## src/rtl/calc_sequencer_if.sv

```systemverilog
// Keypad-event inputs, arithmetic-block feedback and sequencer outputs for calc_sequencer.
// The master drives key events and the arithmetic answer; the slave (sequencer) drives operands and control.
interface calc_sequencer_if;
  logic        hex_valid;
  logic [3:0]  hex_digit;
  logic        op_valid;
  logic [1:0]  op_code;
  logic        eq_valid;
  logic        neg_valid;
  logic        clr_valid;
  logic [16:0] arth_answer;
  logic        arth_ovw;
  logic [16:0] V1;
  logic [16:0] V2;
  logic [1:0]  opcode;
  logic        newop;
  logic        newhex;
  logic        eq;
  logic [16:0] disp;
  logic        err;
  logic        busy;

  modport master (
    output hex_valid, hex_digit, op_valid, op_code, eq_valid, neg_valid, clr_valid,
    output arth_answer, arth_ovw,
    input  V1, V2, opcode, newop, newhex, eq, disp, err, busy
  );

  modport slave (
    input  hex_valid, hex_digit, op_valid, op_code, eq_valid, neg_valid, clr_valid,
    input  arth_answer, arth_ovw,
    output V1, V2, opcode, newop, newhex, eq, disp, err, busy
  );
endinterface

```

## src/rtl/calc_sequencer.sv

```systemverilog
// Hex-calculator key sequencer: builds V1/V2 operands, pulses the arithmetic block, latches results.
// All outputs registered (1 cycle); events other than clr are dropped while the settle counter runs.
module calc_sequencer #(
  parameter int SETTLE = 3,
  parameter int MAXDIG = 4
) (
  input logic             clock,
  input logic             reset,
  calc_sequencer_if.slave bus
);
  typedef enum logic [2:0] {ENTRY1, OP_PENDING, ENTRY2, EVAL, RESULT, ERROR} state_t;

  localparam int CW = $clog2(SETTLE + 1);
  localparam int DW = $clog2(MAXDIG + 1);

  state_t        r_state, w_state;
  logic [CW-1:0] r_cnt, w_cnt;
  logic [DW-1:0] r_dcnt, w_dcnt;
  logic [16:0]   r_v1, w_v1, r_v2, w_v2, r_res, w_res, r_disp, w_disp;
  logic [1:0]    r_opc, w_opc;
  logic          r_newop, w_newop, r_newhex, w_newhex, r_eq, w_eq, r_err, w_err, r_busy, w_busy;
  logic          w_idle, w_eqk, w_opk, w_hexk, w_negk, w_acc, w_op_ok, w_dig_ok;

  // Zero magnitude always carries a positive sign.
  function automatic logic [16:0] norm(input logic [16:0] v);
    return (v[15:0] == 16'd0) ? 17'd0 : v;
  endfunction

  always_comb begin
    w_idle   = (r_cnt == '0);
    w_eqk    = w_idle && !bus.clr_valid && bus.eq_valid;
    w_opk    = w_idle && !bus.clr_valid && !bus.eq_valid && bus.op_valid;
    w_hexk   = w_idle && !bus.clr_valid && !bus.eq_valid && !bus.op_valid && bus.hex_valid;
    w_negk   = w_idle && !bus.clr_valid && !bus.eq_valid && !bus.op_valid && !bus.hex_valid
               && bus.neg_valid;
    w_op_ok  = w_opk && (bus.op_code != 2'b11);
    w_dig_ok = w_hexk && (r_dcnt != DW'(MAXDIG));
    w_state  = r_state;
    w_v1     = r_v1;
    w_v2     = r_v2;
    w_res    = r_res;
    w_opc    = r_opc;
    w_dcnt   = r_dcnt;
    w_newop  = 1'b0;
    w_newhex = 1'b0;
    w_eq     = 1'b0;
    w_acc    = 1'b0;
    w_cnt    = w_idle ? '0 : r_cnt - CW'(1);

    case (r_state)
      ENTRY1, ENTRY2: begin
        if (w_eqk) begin
          w_eq  = 1'b1;
          w_acc = 1'b1;
          if (r_state == ENTRY1) begin
            w_res   = norm(r_v1);
            w_state = RESULT;
          end else begin
            w_state = EVAL;
          end
        end else if (w_op_ok) begin
          // Chaining folds the pending operation into V2 using the old operator.
          w_v2    = (r_state == ENTRY1) ? norm(r_v1) : norm(bus.arth_answer);
          w_v1    = '0;
          w_dcnt  = '0;
          w_opc   = bus.op_code;
          w_newop = 1'b1;
          w_acc   = 1'b1;
          w_state = OP_PENDING;
        end else if (w_dig_ok) begin
          w_v1     = norm({r_v1[16], r_v1[11:0], bus.hex_digit});
          w_dcnt   = r_dcnt + DW'(1);
          w_newhex = 1'b1;
          w_acc    = 1'b1;
        end else if (w_negk) begin
          w_v1     = norm({~r_v1[16], r_v1[15:0]});
          w_newhex = 1'b1;
          w_acc    = 1'b1;
        end
      end
      OP_PENDING: begin
        if (w_op_ok) begin
          w_opc   = bus.op_code;
          w_newop = 1'b1;
          w_acc   = 1'b1;
        end else if (w_hexk) begin
          w_v1     = norm({13'd0, bus.hex_digit});
          w_dcnt   = DW'(1);
          w_newhex = 1'b1;
          w_acc    = 1'b1;
          w_state  = ENTRY2;
        end
      end
      EVAL: begin
        if (r_cnt == CW'(1)) begin
          if (bus.arth_ovw) begin
            w_state = ERROR;
          end else begin
            w_res   = norm(bus.arth_answer);
            w_state = RESULT;
          end
        end
      end
      RESULT: begin
        if (w_op_ok) begin
          w_v2    = r_res;
          w_v1    = '0;
          w_dcnt  = '0;
          w_opc   = bus.op_code;
          w_newop = 1'b1;
          w_acc   = 1'b1;
          w_state = OP_PENDING;
        end else if (w_hexk) begin
          w_v2     = '0;
          w_v1     = norm({13'd0, bus.hex_digit});
          w_dcnt   = DW'(1);
          w_newhex = 1'b1;
          w_acc    = 1'b1;
          w_state  = ENTRY1;
        end
      end
      ERROR:   w_state = ERROR;
      default: w_state = ENTRY1;
    endcase

    if (w_acc) w_cnt = CW'(SETTLE);

    if (bus.clr_valid) begin
      w_state  = ENTRY1;
      w_v1     = '0;
      w_v2     = '0;
      w_res    = '0;
      w_opc    = 2'b00;
      w_dcnt   = '0;
      w_cnt    = '0;
      w_newop  = 1'b1;
      w_newhex = 1'b0;
      w_eq     = 1'b0;
    end

    w_busy = (w_cnt != '0);
    w_err  = (w_state == ERROR);
    case (w_state)
      ENTRY1, ENTRY2: w_disp = w_v1;
      OP_PENDING:     w_disp = w_v2;
      EVAL, RESULT:   w_disp = w_res;
      default:        w_disp = '0;
    endcase
  end

  always_ff @(posedge clock) begin
    if (reset) begin
      r_state  <= ENTRY1;
      r_cnt    <= '0;
      r_dcnt   <= '0;
      r_v1     <= '0;
      r_v2     <= '0;
      r_res    <= '0;
      r_disp   <= '0;
      r_opc    <= 2'b00;
      r_newop  <= 1'b0;
      r_newhex <= 1'b0;
      r_eq     <= 1'b0;
      r_err    <= 1'b0;
      r_busy   <= 1'b0;
    end else begin
      r_state  <= w_state;
      r_cnt    <= w_cnt;
      r_dcnt   <= w_dcnt;
      r_v1     <= w_v1;
      r_v2     <= w_v2;
      r_res    <= w_res;
      r_disp   <= w_disp;
      r_opc    <= w_opc;
      r_newop  <= w_newop;
      r_newhex <= w_newhex;
      r_eq     <= w_eq;
      r_err    <= w_err;
      r_busy   <= w_busy;
    end
  end

  assign bus.V1     = r_v1;
  assign bus.V2     = r_v2;
  assign bus.opcode = r_opc;
  assign bus.newop  = r_newop;
  assign bus.newhex = r_newhex;
  assign bus.eq     = r_eq;
  assign bus.disp   = r_disp;
  assign bus.err    = r_err;
  assign bus.busy   = r_busy;
endmodule

```

## src/flat_wrapper.sv

```systemverilog
// flat-port wrapper written by rule: the top's interface ports become plain ports
module calc_sequencer_flat 
#(
  parameter int SETTLE = 3,
  parameter int MAXDIG = 4
)
  (clock, reset, bus_hex_valid, bus_hex_digit, bus_op_valid, bus_op_code, bus_eq_valid, bus_neg_valid, bus_clr_valid, bus_arth_answer, bus_arth_ovw, bus_V1, bus_V2, bus_opcode, bus_newop, bus_newhex, bus_eq, bus_disp, bus_err, bus_busy);
  calc_sequencer_if bus_i ();
  input logic clock;
  input logic reset;
  input wire logic [$bits(bus_i.hex_valid)-1:0] bus_hex_valid;
  input wire logic [$bits(bus_i.hex_digit)-1:0] bus_hex_digit;
  input wire logic [$bits(bus_i.op_valid)-1:0] bus_op_valid;
  input wire logic [$bits(bus_i.op_code)-1:0] bus_op_code;
  input wire logic [$bits(bus_i.eq_valid)-1:0] bus_eq_valid;
  input wire logic [$bits(bus_i.neg_valid)-1:0] bus_neg_valid;
  input wire logic [$bits(bus_i.clr_valid)-1:0] bus_clr_valid;
  input wire logic [$bits(bus_i.arth_answer)-1:0] bus_arth_answer;
  input wire logic [$bits(bus_i.arth_ovw)-1:0] bus_arth_ovw;
  output wire logic [$bits(bus_i.V1)-1:0] bus_V1;
  output wire logic [$bits(bus_i.V2)-1:0] bus_V2;
  output wire logic [$bits(bus_i.opcode)-1:0] bus_opcode;
  output wire logic [$bits(bus_i.newop)-1:0] bus_newop;
  output wire logic [$bits(bus_i.newhex)-1:0] bus_newhex;
  output wire logic [$bits(bus_i.eq)-1:0] bus_eq;
  output wire logic [$bits(bus_i.disp)-1:0] bus_disp;
  output wire logic [$bits(bus_i.err)-1:0] bus_err;
  output wire logic [$bits(bus_i.busy)-1:0] bus_busy;
  assign bus_i.hex_valid = bus_hex_valid;
  assign bus_i.hex_digit = bus_hex_digit;
  assign bus_i.op_valid = bus_op_valid;
  assign bus_i.op_code = bus_op_code;
  assign bus_i.eq_valid = bus_eq_valid;
  assign bus_i.neg_valid = bus_neg_valid;
  assign bus_i.clr_valid = bus_clr_valid;
  assign bus_i.arth_answer = bus_arth_answer;
  assign bus_i.arth_ovw = bus_arth_ovw;
  assign bus_V1 = bus_i.V1;
  assign bus_V2 = bus_i.V2;
  assign bus_opcode = bus_i.opcode;
  assign bus_newop = bus_i.newop;
  assign bus_newhex = bus_i.newhex;
  assign bus_eq = bus_i.eq;
  assign bus_disp = bus_i.disp;
  assign bus_err = bus_i.err;
  assign bus_busy = bus_i.busy;
  calc_sequencer #(.SETTLE(SETTLE), .MAXDIG(MAXDIG)) u_core (.clock(clock), .reset(reset), .bus(bus_i));
endmodule
```

## config.mk

```make
export PLATFORM = sky130hd
export DESIGN_NAME = calc_sequencer_flat
export DESIGN_NICKNAME = d
export VERILOG_FILES = /design/src/rtl/calc_sequencer_if.sv /design/src/rtl/calc_sequencer.sv /design/src/flat_wrapper.sv
export SDC_FILE = /design/constraint.sdc
export NUM_CORES = 1
export LEC_CHECK = 0
export BUFFER_PORTS_ARGS = -buffer_cell sky130_fd_sc_hd__clkbuf_2
export CAP_MARGIN = 25
export CORE_MARGIN = 2
export CORE_UTILIZATION = 47
export DETAILED_ROUTE_END_ITERATION = 8
export PLACE_DENSITY = 0.69
export SYNTH_ARGS = -nofsm -noshare
export SYNTH_HDL_FRONTEND = slang
export SYNTH_SLANG_ARGS = --single-unit
export TNS_END_PERCENT = 50
```

## constraint.sdc

```tcl
create_clock -name clock -period 3.38 [get_ports clock]
set_input_delay 0.845 -clock clock [delete_from_list [all_inputs] [get_ports clock]]
set_output_delay 0.845 -clock clock [all_outputs]
set_load 0.005 [all_outputs]
```

After elaboration in Yosys (flattened, before gate mapping)
Index checks and enable logic that the tools add are counted.
{"block": "word_totals", "elab_cells": 133, "in_bits": 31, "register_bits": 83}
{"block": "classes", "eq_ne": 16, "n_reduce_logical": 32, "addsub": 2, "mux": 68, "bitwise_logic": 2}
{"op": "$mux W17", "count": 23}
{"op": "$pmux W17 S3", "count": 2}
{"op": "$pmux W17 S2", "count": 2}
{"op": "$logic_not A16 Y1", "count": 3}
{"op": "$mux W3", "count": 15}
{"op": "$pmux W3 S5", "count": 1}
{"op": "$mux W1", "count": 14}
{"op": "$eq A3 B2 Y1 const B", "count": 4}
{"op": "$eq A3 B3 Y1 const B", "count": 4}
{"op": "$logic_and A1 B1 Y1", "count": 10}
{"op": "$mux W2", "count": 5}
{"op": "$reduce_or A2 Y1", "count": 5}
{"op": "$pmux W3 S3", "count": 1}
{"op": "$eq A3 B1 Y1 const B", "count": 2}
{"op": "$logic_not A3 Y1", "count": 2}
{"op": "$ne A2 B2 Y1 const B", "count": 3}
{"op": "$pmux W1 S2", "count": 3}
{"op": "$logic_not A1 Y1", "count": 4}
{"op": "$logic_not A4 Y1", "count": 1}
{"op": "$mux W4", "count": 1}
{"op": "$pmux W2 S2", "count": 1}
{"op": "$reduce_and A4 Y1", "count": 1}
{"op": "$reduce_bool A2 Y1", "count": 2}
{"op": "$add A3 B1 Y3 const B", "count": 1}
{"op": "other kinds (9)", "count": 10}

Depth between registers and ports, before layout
Gate-level depths: netlist of the first run.
{"block": "depth", "ltp_word": 14, "ltp_mapped": 10, "mapped_depth_nobuf": 8}

Worst setup path after synthesis of the first run
No wires, ideal clock.
{"block": "synth_timing", "path_kind": "input port to flip-flop", "from": "in bus_clr_valid", "to": "reg u_core.r_disp[10], in the netlist u_core.bus.disp[10]", "setup_time_ns": 0.074, "n_path_buf": 1, "arrival_ns": 2.925, "path_slack_ns": 0.381, "stages": 7, "required_ns": 3.306, "cell_sequence": "or4_4 > or4_4 > a32oi_4 > mux2i_1 > buf_2 > nand3_1 > a31oi_1"}
{"block": "synth_via", "elab_chain_cells": 13, "word_cells_on_any_way": 45}
{"element": "start, declared", "line_no": "flat_wrapper.sv:17", "source": "input wire logic [$bits(bus_i.clr_valid)-1:0] bus_clr_valid;"}
{"element": "parallel branches: the longest is 12 deep, another holds $pmux W3 S5"}
{"element": "$pmux W17 S3 *", "line_no": "calc_sequencer.sv:143", "source": "case (w_state)"}
{"element": "end signal, assigned", "line_no": "calc_sequencer.sv:173", "source": "r_disp <= w_disp;"}
{"element": "end, declared", "line_no": "calc_sequencer.sv:19", "source": "logic [16:0] r_v1, w_v1, r_v2, w_v2, r_res, w_res, r_disp, w_disp;"}
Mark *: on every way between the ends.
A chain may end at the register's enable or synchronous reset.

Final worst setup path of the first run
{"block": "layout_timing", "from": "in bus_clr_valid", "to": "reg u_core.r_disp[16], in the netlist u_core.bus.disp[16]"}
The elaborated chain is that of the path after synthesis.

==> results of run 1 <==
how the worst max path moves through the flow:
stage | start | to | depth (start not counted)
5_1_grt | bus_clr_valid | u_core.bus.disp[5]$_SDFF_PP0_ | 7
4_1_cts | bus_clr_valid | u_core.bus.disp[5]$_SDFF_PP0_ | 7
6_report | bus_clr_valid | u_core.bus.disp[16]$_SDFF_PP0_ | 8
2_1_floorplan | bus_clr_valid | u_core.bus.disp[10]$_SDFF_PP0_ | 7
3_5_place_dp | bus_clr_valid | u_core.bus.disp[16]$_SDFF_PP0_ | 8
3_3_place_gp | bus_clr_valid | u_core.bus.disp[16]$_SDFF_PP0_ | 8
through the flow:
| step | cell area [um^2] | setup slack, ns | hold WS (ns) | instances |
|---|---|---|---|---|
| after floorplan | 4260 | 0.381 | 0.466 | 504 |
| after global placement | 4850 | 0.0887 | 0.469 | 687 |
| after detailed placement | 4860 | 0.117 | 0.479 | 688 |
| after CTS | 5060 | 0.476 | 0.493 | 704 |
| after global routing | 5060 | 0.342 | 0.512 | 704 |
| final | 5060 | 0.386 | 0.488 | 704 |
metal layers:
layer | wire, um | up-vias | global-route usage (%)
li1 | - | 2053 | -
met2 | 6430 | 282 | 43.8
met5 | 0 | - | 0
met4 | 310 | 0 | 11.1
met1 | 6180 | 2118 | 41.6
met3 | 1590 | 33 | 6.54
cell usage in the layout (no fill, tap or decap), drive strengths merged, types with 2 or more instances in the layout:
cell / Yosys / routed
ha: 2 / 2
o22ai: 2 / 2
a21o: 12 / 12
or4: 2 / 2
o221ai: 4 / 4
inv: 12 / 14
a21oi: 23 / 23
a32o: 4 / 4
a31oi: 13 / 13
nand2: 47 / 47
and3: 2 / 2
a22oi: 24 / 24
clkbuf: 25 / 98
a31o: 4 / 4
nand4: 3 / 3
nand2b: 7 / 7
a2bb2oi: 3 / 3
or2: 3 / 3
a221o: 2 / 2
dfxtp: 83 / 83
a211oi: 3 / 3
nand3: 23 / 23
nand3b: 2 / 2
a32oi: 11 / 11
nor2b: 12 / 12
o21ai: 18 / 18
a21bo: 2 / 2
mux2: 4 / 4
a211o: 2 / 2
buf: 11 / 24
a22o: 16 / 16
nor2: 41 / 41
and2: 23 / 23
nor4: 12 / 12
o21a: 3 / 3
mux2i: 14 / 14
nor3: 10 / 10
clkinvlp: 0 / 3
cell families after synthesis:
family                     share of synthesized area [%]
xor gates and xnor gates                           0.206
and+or+nand+nor                                     23.8
buffers and inverters                               4.94
AOI/OAI and AO/OA                                   27.1
adders and majority gates                          0.587
muxes                                               4.35
DFF                                                 39.0
power by group through the flow:
stage	Clock [uW]	Combinational, uW	Sequential [uW]
2_1_floorplan	0	124	1010
5_1_grt	795	235	991
6_report	740	221	990
3_3_place_gp	0	211	1010
3_5_place_dp	0	213	1010
4_1_cts	749	214	990
registers in the layout, summed over array words and instances, names as in the netlist:
| signal | count |
|---|---|
| u_core.bus.V1 | 17 |
| u_core.bus.V2 | 17 |
| u_core.bus.disp | 17 |
| u_core.r_res | 17 |
| u_core.r_dcnt | 3 |
| u_core.r_state | 3 |
| u_core.bus.opcode | 2 |
| u_core.r_cnt | 2 |
| u_core.bus.busy | 1 |
| u_core.bus.eq | 1 |
| u_core.bus.err | 1 |
| u_core.bus.newhex | 1 |
| u_core.bus.newop | 1 |
cell type report:
| class | count | area (um^2) | area share [%] |
|---|---|---|---|
| multi-input combinational | 373 | 2390 | 47.3 |
| timing repair buffer | 112 | 624 | 12.3 |
| sequential | 83 | 1660 | 32.8 |
| clock buffer | 10 | 128 | 2.52 |
| tap | 108 | 135 | 2.67 |
| inverter | 12 | 45.0 | 0.890 |
| clock inverter | 6 | 72.6 | 1.43 |
tightest hold or removal path, delay by kind of cell (launching register included):
family	cells	cell delay, ns
AO/OA/AOI/OAI	1	0.07
AND/OR/NAND/NOR	1	0.05
flip-flops	1	0.32
==> out/metrics.yaml, run 1 <==
outcome: "finished, final reports clean"
final_antenna_net_count: 0
diodes: 0
synth.top_cell.area_share_pct: 39.0
power.switching_uw: 550
routabilityCongestion: 0.941
place.detailed.hpwl_mm: 10.4
worstSetupPathType: "input port to flop"
track_usage_pct: 29.4
cts_made_buffers: 9
die_w_um: 99.2
arrival_ns: 3.26
ys.flop_type: "dfxtp_1"
syn2layout_area_growth_pct: 18.8
cts_sinks: 83
final_util_pct: 57.7
grt_pass1_vias: 4189
io_pins: 89
synthArstFlopShare_pct: 0
p_clk_share_pct: 37.9
critPathTopFamily: "simple AND/OR/NAND/NOR gates"
synthesis.area_mm2: 0.00426
vdd_drop_max_mv: 0.239
avgViaCountPerCell: 6.37
worstPathCellList: "clkbuf_2 > or4_4 > or4_4 > a32oi_4 > mux2i_1 > buf_4 > nand3_1 > a31oi_1"
drt-pass1-iter-count: 6
grt_overflow_total: 0
synthDistinctLibCells: 64
core_area_mm2: 0.00876
synth_seq_area_share_pct: 39.0
worst-path-max-fanout: 13
rows: 34
cts_root_buf: "clkbuf_8"
worstHoldPathType: "flop to flop"
rsz0062_at_grt: "false"
final_nets: 624
slew_headroom_pct: 51.9
start_util_pct: 48.6
synth_edf_count: 0
vias: 4486
r2r_cells: 7
fin_crit_sh_pct: 88.6
critPathBufInv: 2
cpMostUsedCell: "or4_4"
post_cts_resized: 0
drv_cap: 0
powerDensity_mw_per_mm2: 386
worstHoldPathCells: 2
grt_max_degree: 34
cts_tree: "built"
synthTopCellsByArea: "dfxtp_1 39%, a22oi_1 4.2%, nand2_1 4.1%"
clk_pin_slew_ns: 0.09
slew_viol_final: 0
worst-r2r-setup-slack_ns: 0.49
numPortBuffers: 88
drc_errors: 0
tns_ns: 0
syn_inst: 504
yosys_warnings: 0
cpMaxStageDelayCell: "or4_4"
syn_nets: 537
cts_setup_buffers: 0
rr_endpoint: "u_core.bus.disp[16]$_SDFF_PP0_"
min_period_ns: 2.99
combPwrFrac_pct: 11.3
finalSetupViolations: 0
htree_num_levels: 3
synth.most_common_cell: "dfxtp_1"
ys_top_cells_by_count: "83 x dfxtp_1, 47 x nand2_1, 41 x nor2_1, 25 x clkbuf_1, 24 x a22oi_1"
finClkSkew_ns: 0.00769
cts_hold_buf: 0
critPathLaunchType: "input port"
intPower_uw: 1400
antenna_found_initial: 0
wl_mm: 14.5
drive_above_1_share_pct: 24.7
first_iter_violations: 457
grt_pass1_wl_mm: 22.8
timing.fmax_mhz: 334
cts.path.max_buffers: 2
die_h_um: 99.2
num-fill-cells: 815
dieArea_mm2: 0.00984
holdCritStartpoint: "u_core.bus.V2[3]$_SDFF_PP0_"
p_leak_uw: 0.00205
endpoint_kind: "flop"
worst_pin_slew_ns: 0.721
ys_ff_latch: 83
p_seq_share_pct: 50.7
hold_path_end: "u_core.bus.V2[3]$_SDFF_PP0_"
wl_per_cell_um: 20.6
power_uw: 1950
r2r-start: "u_core.r_cnt[1]$_SDFF_PP0_"
slowest_delay_ns: 0.51
avgSynthCellArea_um2: 8.45
hold_viol_final: 0
worstSkewPairLatency_ns: 0.36
cp.required_ns: 3.65
switching_share_pct: 28.2
yosys.area.top_type: "dfxtp_1"
No activity file was read; power rests on OpenSTA's default activity.
==> run 2: changes to the inputs <==
--- a/config.mk
+++ b/config.mk
@@ -5,7 +5,7 @@
 export SDC_FILE = /design/constraint.sdc
 export NUM_CORES = 1
 export LEC_CHECK = 0
-export BUFFER_PORTS_ARGS = -buffer_cell sky130_fd_sc_hd__clkbuf_2
+export BUFFER_PORTS_ARGS = -buffer_cell sky130_fd_sc_hd__buf_4
 export CAP_MARGIN = 25
 export CORE_MARGIN = 2
 export CORE_UTILIZATION = 47
==> out/metrics.yaml, run 2 (same netlist as run 1, synthesis figures left out) <==
register_area_mm2: 0.00166
r2r_cells: 8
worstSkewPairLatency_ns: 0.37
drc_errors: 0
cp.required_ns: 3.67
cts_sinks: 83
drv_cap: 0
rr_endpoint: "u_core.bus.disp[6]$_SDFF_PP0_"
power.switching_uw: 555
vias: 4442
antenna_found_initial: 0
timing.fmax_mhz: 350
finClkSkew_ns: 0.00870
numPortBuffers: 88
slew_viol_final: 0
drt-pass1-iter-count: 7
powerDensity_mw_per_mm2: 395
drive_above_1_share_pct: 25.1
die_h_um: 99.2
cts_root_buf: "clkbuf_8"
cts.path.max_buffers: 2
finalSetupViolations: 0
worst_pin_slew_ns: 0.793
dieArea_mm2: 0.00984
worstHoldPathCells: 2
grt_max_degree: 34
wl_mm: 14.7
vdd_drop_max_mv: 0.199
first_iter_violations: 557
combPwrFrac_pct: 11.2
grt_pass1_wl_mm: 22.7
final_nets: 627
hold_path_end: "u_core.r_dcnt[2]$_SDFFE_PP0P_"
cts_made_buffers: 9
worst-path-max-fanout: 13
wl_per_cell_um: 20.8
mostFrequentLayoutCells: "114 x buf_4, 83 x dfxtp_1, 47 x nand2_1"
htree_num_levels: 3
hold_viol_final: 0
avgViaCountPerCell: 6.29
dp_slack_ns: 0.144
io_pins: 89
place.detailed.hpwl_mm: 10.6
rows: 34
p_leak_uw: 0.00216
worst-r2r-setup-slack_ns: 0.62
critPathLaunchType: "input port"
slew_headroom_pct: 47.0
cts_setup_buffers: 0
intPower_uw: 1560
min_period_ns: 2.85
final_common_cell: "buf_4"
grt_overflow_total: 0
endpoint_kind: "flop"
clk_pin_slew_ns: 0.09
core_area_mm2: 0.00876
post_cts_resized: 0
diodes: 0
final_antenna_net_count: 0
p_clk_share_pct: 41.9
outcome: "finished, final reports clean"
p_seq_share_pct: 46.8
die_w_um: 99.2
cts_tree: "built"
start_util_pct: 48.6
rsz0062_at_grt: "false"
worstSetupPathType: "input port to flop"
arrival_ns: 3.14
holdCritStartpoint: "u_core.r_dcnt[2]$_SDFFE_PP0P_"
track_usage_pct: 29.6
multi_input_area_mm2: 0.00239
switching_share_pct: 26.3
syn2layout_area_growth_pct: 25.4
setup_slack_ns: 0.527
num-fill-cells: 803
worstHoldPathType: "flop to flop"
cts_hold_buf: 0
tns_ns: 0
fin_crit_sh_pct: 84.4
routabilityCongestion: 0.931
r2r-start: "u_core.r_state[1]$_SDFF_PP0_"
grt_pass1_vias: 4129
[run 2: changes by cell type in the layout (fill, tap and decap cells not counted)]
cell        delta
buf_4         +91
bufinv_16      +2
clkbuf_1       -1
clkbuf_2      -88
clkinvlp_4     -1
inv_8          -1
[run 2: worst max-delay path by stage]
stage | startpoint | to | slack, ns | cells past startpoint
after floorplan | bus_clr_valid | u_core.bus.disp[10]$_SDFF_PP0_ | 0.38 | 7
after global placement | bus_eq_valid | u_core.bus.disp[0]$_SDFF_PP0_ | 0.12 | 8
after detailed placement | bus_clr_valid | u_core.bus.disp[6]$_SDFF_PP0_ | 0.14 | 8
after CTS | bus_clr_valid | u_core.bus.disp[6]$_SDFF_PP0_ | 0.53 | 8
after global routing | bus_clr_valid | u_core.bus.disp[11]$_SDFF_PP0_ | 0.42 | 8
final | bus_clr_valid | u_core.bus.disp[6]$_SDFF_PP0_ | 0.53 | 8
[run 2: metal layers]
metal | track usage (%) | up-vias | part of all wire [%]
li1 | - | 2056 | -
met1 | 43.6 | 2077 | 45
met2 | 43.0 | 271 | 43
met3 | 5.62 | 38 | 9.3
met4 | 11.0 | 0 | 2.7
met5 | 0 | - | 0
[run 2: final cells by class]
class | count | area share (%)
sequential | 83 | 31.1
timing repair buffer | 115 | 16.2
clock buffer | 9 | 2.32
multi-input combinational | 373 | 44.8
tap | 108 | 2.53
clock inverter | 6 | 2.13
inverter | 12 | 0.844
[run 2: power by group through the flow]
stage / combinational (uW) / clock (uW) / sequential (uW)
3_3_place_gp: 225 / 0 / 1010
3_5_place_dp: 229 / 0 / 1010
6_report: 237 / 885 / 988
4_1_cts: 230 / 883 / 988
2_1_floorplan: 124 / 0 / 1010
5_1_grt: 250 / 922 / 989
[run 2: metrics by stage]
stage / utilization [%] / total power [uW] / hold slack (ns) / cell area [um^2] / cells
4_1_cts: 60.9 / 2100 / 0.500 / 5340 / 706
2_1_floorplan: - / 1130 / 0.466 / 4260 / 504
3_3_place_gp: 58.1 / 1240 / 0.477 / 5090 / 690
3_5_place_dp: 58.2 / 1240 / 0.485 / 5100 / 691
5_1_grt: 60.9 / 2160 / 0.531 / 5340 / 706
6_report: 60.9 / 2110 / 0.502 / 5340 / 706
[run 2: critical path, stage by stage]
cell,delay (ns)
buf_4,0.15
or4_4,0.50
or4_4,0.52
a32oi_4,0.31
mux2i_1,0.28
buf_4,0.25
nand3_1,0.09
a31oi_1,0.19
